`src/rtl/hex_digit_counter.sv`:
```
// Rate-divided 4-bit hex counter feeding a seven-segment decoder.
// Supports parallel load, up/down stepping, and tick/wrap strobes.
module hex_digit_counter #(
    parameter int CNT_W   = 28,
    parameter int PERIOD1 = 50_000_000,
    parameter int PERIOD2 = 100_000_000,
    parameter int PERIOD3 = 200_000_000
) (
    input  logic       clock,
    input  logic       resetn,
    input  logic       enable,
    input  logic [1:0] speed,
    input  logic       load,
    input  logic [3:0] load_value,
    input  logic       up,
    output logic [3:0] digit,
    output logic       tick,
    output logic       wrap
);

    localparam logic [CNT_W-1:0] P1_M1 = CNT_W'(PERIOD1 - 1);
    localparam logic [CNT_W-1:0] P2_M1 = CNT_W'(PERIOD2 - 1);
    localparam logic [CNT_W-1:0] P3_M1 = CNT_W'(PERIOD3 - 1);

    logic [CNT_W-1:0] cnt;
    logic [1:0]       speed_q;
    logic [CNT_W-1:0] reload_new;
    logic [CNT_W-1:0] reload_cur;
    logic [3:0]       digit_step;
    logic             wrap_step;

    function automatic logic [CNT_W-1:0] period_m1(input logic [1:0] s);
        logic [CNT_W-1:0] r;
        case (s)
            2'b00:   r = '0;
            2'b01:   r = P1_M1;
            2'b10:   r = P2_M1;
            default: r = P3_M1;
        endcase
        return r;
    endfunction

    always_comb begin
        reload_new = period_m1(speed);
        reload_cur = period_m1(speed_q);
        digit_step = up ? digit + 4'd1 : digit - 4'd1;
        wrap_step  = up ? (digit == 4'hF) : (digit == 4'h0);
    end

    // Load beats speed change, which beats the enable/step path.
    always_ff @(posedge clock or negedge resetn) begin
        if (!resetn) begin
            digit   <= 4'h0;
            tick    <= 1'b0;
            wrap    <= 1'b0;
            speed_q <= 2'b01;
            cnt     <= P1_M1;
        end else begin
            tick <= 1'b0;
            wrap <= 1'b0;
            if (load) begin
                digit   <= load_value;
                speed_q <= speed;
                cnt     <= reload_new;
            end else if (speed != speed_q) begin
                speed_q <= speed;
                cnt     <= reload_new;
            end else if (enable) begin
                if (cnt != '0) begin
                    cnt <= cnt - 1'b1;
                end else begin
                    cnt   <= reload_cur;
                    digit <= digit_step;
                    tick  <= 1'b1;
                    wrap  <= wrap_step;
                end
            end
        end
    end

endmodule

```
`config.mk`:
```
export PLATFORM = sky130hd
export DESIGN_NAME = hex_digit_counter
export DESIGN_NICKNAME = d
export VERILOG_FILES = /design/src/rtl/hex_digit_counter.sv
export SDC_FILE = /design/constraint.sdc
export NUM_CORES = 1
export LEC_CHECK = 0
export BUFFER_PORTS_ARGS = -buffer_cell sky130_fd_sc_hd__buf_4
export CORE_MARGIN = 2
export CORE_UTILIZATION = 28
export CTS_CLUSTER_DIAMETER = 50
export CTS_CLUSTER_SIZE = 40
export DETAILED_ROUTE_END_ITERATION = 8
export PLACE_DENSITY = 0.4
export SLEW_MARGIN = 5
export SYNTH_ARGS = -nofsm -noshare
export SYNTH_HDL_FRONTEND = slang
export SYNTH_SLANG_ARGS = --single-unit
```
`constraint.sdc`:
```
create_clock -name clock -period 2.8 [get_ports clock]
set_clock_uncertainty 0.1 [all_clocks]
set_input_delay 0.28 -clock clock [delete_from_list [all_inputs] [get_ports clock]]
set_output_delay 0.28 -clock clock [all_outputs]
set_load 0.03 [all_outputs]
```
* After elaboration in Yosys (flattened, before gate mapping)
Cells that the tools add are included.
** Cells by class
- Add/sub/neg operators :: 3
- Multiplexer cells :: 22
- Bitwise operators :: 0
- Shifts and indexed selects :: 0
- Eq/ne operators :: 8
- Divide/modulo/power cells :: 0
- Multipliers :: 0
- Order comparisons :: 0
- Reductions and logical operators :: 8
** Operator list (count)
- 28-bit one-hot mux with 3 select lines :: 2
- 28-bit two-way mux :: 4
- 28-bit nonzero test :: 1
- 28-bit by 1-bit subtractor with 28-bit output, second input constant :: 1
- 4-bit two-way mux :: 5
- 1-bit two-way mux :: 9
- 4-bit by 1-bit adder with 4-bit output, second input constant :: 1
- 2-bit by 1-bit == test with 1-bit output, second input constant :: 2
- 2-bit == test, second input constant :: 2
- 4-bit == test, second input constant :: 1
- 2-bit logical NOT :: 2
- 4-bit logical NOT :: 1
- 2-bit two-way mux :: 2
- 2-bit inequality test, second input constant :: 2
- 2-bit nonzero test :: 2
- 4-bit by 1-bit subtractor with 4-bit output, second input constant :: 1
- 3-bit AND reduction :: 1
- 3-bit nonzero test :: 1
- 2-bit inequality test :: 1
** Word-level totals
- Memories :: 0
- Output and inout port bits :: 6
- Input port bits :: 11
- ROM bits :: 0
- Bits in registers :: 36
- Latch bits :: 0
- Memory bits (writable) :: 0

* Depth between registers and ports, before layout
- Word-level depth :: 6
- Depth in mapped cells :: 8
- Depth with buffers taken out :: 7

* Worst setup path before layout
Ideal clock, no wire load.
- Kind :: register to register
- Start :: register cnt[10]
- End :: register digit[1]
- Arrival :: 1.782 ns
- Period minus slack after synthesis :: 2.013 ns
- Slack :: 0.787 ns
- Cell stages (with the launch flop) :: 8
- Library setup time :: 0.131 ns
- Path through :: dfrtp_1 -> nor4_4 -> and3_1 -> buf_6 -> nand3_4 -> nor4_4 -> mux2i_1 -> o21ai_1
** On the way
- Word-level cells in the longest chain between the ends :: 3
** RTL lines
- start, declared :: RTL line 25 : logic [CNT_W-1:0] cnt;
- start signal, assigned :: RTL line 64 : cnt <= reload_new;
- start signal, assigned :: RTL line 67 : cnt <= reload_new;
- start signal, assigned :: RTL line 70 : cnt <= cnt - 1'b1;
- 28-bit nonzero test :: RTL line 69 : if (cnt != '0) begin
- 2-bit inequality test (no source line)
- 3-bit AND reduction (no source line)
- end signal, assigned :: RTL line 62 : digit <= load_value;
- end signal, assigned :: RTL line 73 : digit <= digit_step;
- end, declared :: RTL line 16 : output logic [3:0] digit,
Every way passes these cells.
A chain may end at the register's enable or synchronous reset.

* Worst setup path in the final report
- Start :: register cnt[10]
- End :: register cnt[21]
** On the way
- Word-level cells in the longest chain between the ends :: 5
- Elaborated cells between the ends (all ways) :: 6
** RTL lines
- 28-bit by 1-bit subtractor with 28-bit output / 28-bit nonzero test (equally long branches) :: RTL line 70, 69
- 28-bit two-way mux * :: RTL line 69
- 28-bit two-way mux * :: RTL line 68 : end else if (enable) begin
- 28-bit two-way mux * :: RTL line 65 : end else if (speed != speed_q) begin
- 28-bit two-way mux * :: RTL line 61 : if (load) begin
Mark *: on every way between the ends. The rest lies on a longest branch, timed or not. The select of a mux whose other input is x is not followed.

==> impl_metrics.env <==
export IMPL_ys_ff_latch=36
export IMPL_fmax_mhz=404.2
export IMPL_gp_congestion=0.7680
export IMPL_end_kind="register"
export IMPL_ys_top_cells_by_count="nand2_1, nor2_1, o21ai_0"
export IMPL_die_area_um2=9835
export IMPL_holdPathEnd="speed_q[0]$_DFFE_PN1P_"
export IMPL_comb_power_share_pct=20.3
export IMPL_finalMaxSlewViolations=0
export IMPL_drt_iter0_markers=116
export IMPL_h_tree_depth=2
export IMPL_yosysUniqueCellTypes=54
export IMPL_cp_required_ns=2.90
export IMPL_synth_largest_area_cell="dfstp_2"
export IMPL_dp_hpwl_mm=5.534
export IMPL_start_kind="register"
export IMPL_ys_warn_count=0
export IMPL_layoutNonFillerInstCount=415
export IMPL_p_total_mw=1.392
export IMPL_arrival_ns=2.57
export IMPL_dieWidth_um=99.17
export IMPL_antenna_found_initial=0
export IMPL_n_antenna_cell=0
export IMPL_fin_nets=330
export IMPL_clk_pin_slew_ns=0.08
export IMPL_cts_resized=0
export IMPL_fp_row_count=34
export IMPL_worst_path_max_delay_cell="dfrtp_1"
export IMPL_internal_power_mw=0.9508
export IMPL_drc=0
export IMPL_clockPowerShare_pct=30.4
export IMPL_holdCritPathClass="in2reg"
export IMPL_cts_buffers=5
export IMPL_crit_fanout=13
export IMPL_grt_pass1_wl_mm=12.21
export IMPL_slew_headroom_pct=54.19
export IMPL_worstMarginPinSlew_ns=0.6847
export IMPL_synth_seq_area_share_pct=36.46
export IMPL_die_h_um=99.17
export IMPL_setup_viol=0
export IMPL_groute_usage_overall_pct=15.78
export IMPL_cap_viol_max_count=0
export IMPL_fin_crit_ns=2.474
export IMPL_grt_max_degree=37
export IMPL_syn_inst=285
export IMPL_port_buffers=16
export IMPL_rsz0062_at_grt="no"
export IMPL_clk_path_buf_depth=2
export IMPL_netlist_area_um2=2536
export IMPL_synth_avg_cell_area_um2=8.899
export IMPL_crit_chain="nor4_4 -> and3_1 -> nand3_4 -> buf_4 -> o21ai_0 -> buf_4 -> o21ai_0 -> o211ai_1"
export IMPL_status="finished clean"
export IMPL_holdWs_ns=0.02663
export IMPL_grt_pass1_vias=2254
export IMPL_p_leak_nw=1.185
export IMPL_pwr_share_seq_pct=49.2
export IMPL_period_share_pct=88.35
export IMPL_finalWirelength_mm=7.475
export IMPL_r2r_cells=8
export IMPL_drive_above_1_share_pct=21.17
export IMPL_synth_most_common_cell="nand2_1"
export IMPL_p_sw_mw=0.4413
export IMPL_dr_pass1_iters=4
export IMPL_swShare_pct=31.70
export IMPL_initial_core_util_pct=28.94
export IMPL_hold_path_cell_count=1
export IMPL_area_growth_pct=15.24
export IMPL_synthArstFlopShare_pct=100.0
export IMPL_reg2reg_from="cnt[10]$_DFFE_PN0P_"
export IMPL_min_delay_start="speed[0]"
export IMPL_tns_ns=0
export IMPL_hold_viol=0
export IMPL_routed_via_density=5.439
export IMPL_power_density_nw_per_um2=476.3
export IMPL_syn_num_nets=309
export IMPL_detail_route_antenna_nets=0
export IMPL_io_pins=17
export IMPL_ir_drop_mv=0.1436
export IMPL_clockRootBuffer="clkbuf_8"
export IMPL_yosys_top_cells_area="dfstp_2, dfrtp_1, ha_1"
export IMPL_dp_slack_ns=0.3586
export IMPL_r2r_end="cnt[21]$_DFFE_PN1P_"
export IMPL_clock_sinks=36
export IMPL_synth_top_area_share_pct=19.68
export IMPL_grt_ovfl_total=0
export IMPL_cts_tree="yes"
export IMPL_fp_coreArea_um2=8763
export IMPL_synth_edf_count=0
export IMPL_dr_total_vias=2257
export IMPL_place_inst=406
export IMPL_r2r_slack_ns=0.33
export IMPL_clock_latency_ns=0.29
export IMPL_ys_flop_type="dfstp_2"
export IMPL_slowest_delay_ns=0.44
export IMPL_setup_slack_ns=0.3262
export IMPL_crit_type="reg2reg"
export IMPL_wl_per_cell_um=18.01
-- cell type report --
| cell class | instances | area (um^2) |
|---|---|---|
| repair buffers | 28 | 212.7 |
| multi-input cells | 222 | 1501 |
| well taps | 108 | 135.1 |
| flip-flops and latches | 36 | 924.6 |
| fillers | 920 | 5841 |
| clock buffers | 8 | 100.1 |
| inverters | 13 | 48.80 |
-- worst max-delay path: cells and delay by family (launching register included) --
family,cells,cell delay [ns]
AND/OR/NAND/NOR,3,1.00
buffers and inverters,2,0.43
flip-flops,1,0.44
AO/OA/AOI/OAI,3,0.42
-- state kept, by name, indices dropped and copies added, names as in the netlist --
signal,flops
cnt,28
digit,4
speed_q,2
tick,1
wrap,1
-- cell usage in the layout (no fill, tap or decap), types with 5 or more instances in the layout --
cell and count:
dfrtp_1 17, nor3_1 11, nor2_1 22, and3_1 7, xnor2_1 5, o21a_1 5, inv_1 13, buf_4 27
o21ai_0 20, nand2_1 25, nand3_1 8, a21oi_1 17, o22ai_1 6, xor2_1 6, dfstp_2 19, ha_1 12
clkbuf_8 7
-- how the worst max path moves through the flow --
stage               slack (ns)              endpoint                 from
floorplan                 0.79  digit[1]$_DFFE_PN0P_  cnt[10]$_DFFE_PN0P_
global placement          0.37  digit[2]$_DFFE_PN0P_  cnt[10]$_DFFE_PN0P_
detailed placement        0.36   cnt[18]$_DFFE_PN0P_  cnt[10]$_DFFE_PN0P_
CTS                       0.34   cnt[26]$_DFFE_PN0P_  cnt[10]$_DFFE_PN0P_
global route              0.15   cnt[25]$_DFFE_PN1P_  cnt[10]$_DFFE_PN0P_
finish                    0.33   cnt[21]$_DFFE_PN1P_  cnt[10]$_DFFE_PN0P_
-- repair_timing --
item,4_1_cts,5_1_grt
hold buffers,1,0
setup buffers,0,0
hold endpoints to repair,17,0
-- power by group through the flow --
stage / Sequential, mW / Clock [mW] / Combinational [mW]
floorplan: 0.678 / 0 / 0.187
CTS: 0.685 / 0.438 / 0.286
global route: 0.696 / 0.454 / 0.321
detailed placement: 0.693 / 0 / 0.285
global placement: 0.694 / 0 / 0.288
finish: 0.685 / 0.424 / 0.283
-- metrics by stage --
stage / instance area, um^2 / utilization [%]
after floorplan: 2536 / -
after global placement: 2813 / 32.10
after detailed placement: 2813 / 32.10
after CTS: 2923 / 33.35
after global routing: 2923 / 33.35
final: 2923 / 33.35
-- layer usage --
| metal | GRT usage [%] | routed length [um] | vias up |
|---|---|---|---|
| met5 | 0 | 0 | - |
| met4 | 3.583 | 61 | 0 |
| met3 | 2.319 | 242 | 4 |
| met2 | 25.99 | 3495 | 44 |
| met1 | 21.97 | 3675 | 1109 |
| li1 | - | - | 1100 |
-- cells by family after synthesis --
group / share of synthesized area [%]
simple gates: 23.58
mux: 1.579
flops: 36.46
compound gates: 23.34
fa+ha+maj: 6.709
buf+inv: 4.539
xor+xnor: 3.799
No activity file was read; power rests on OpenSTA's default activity.
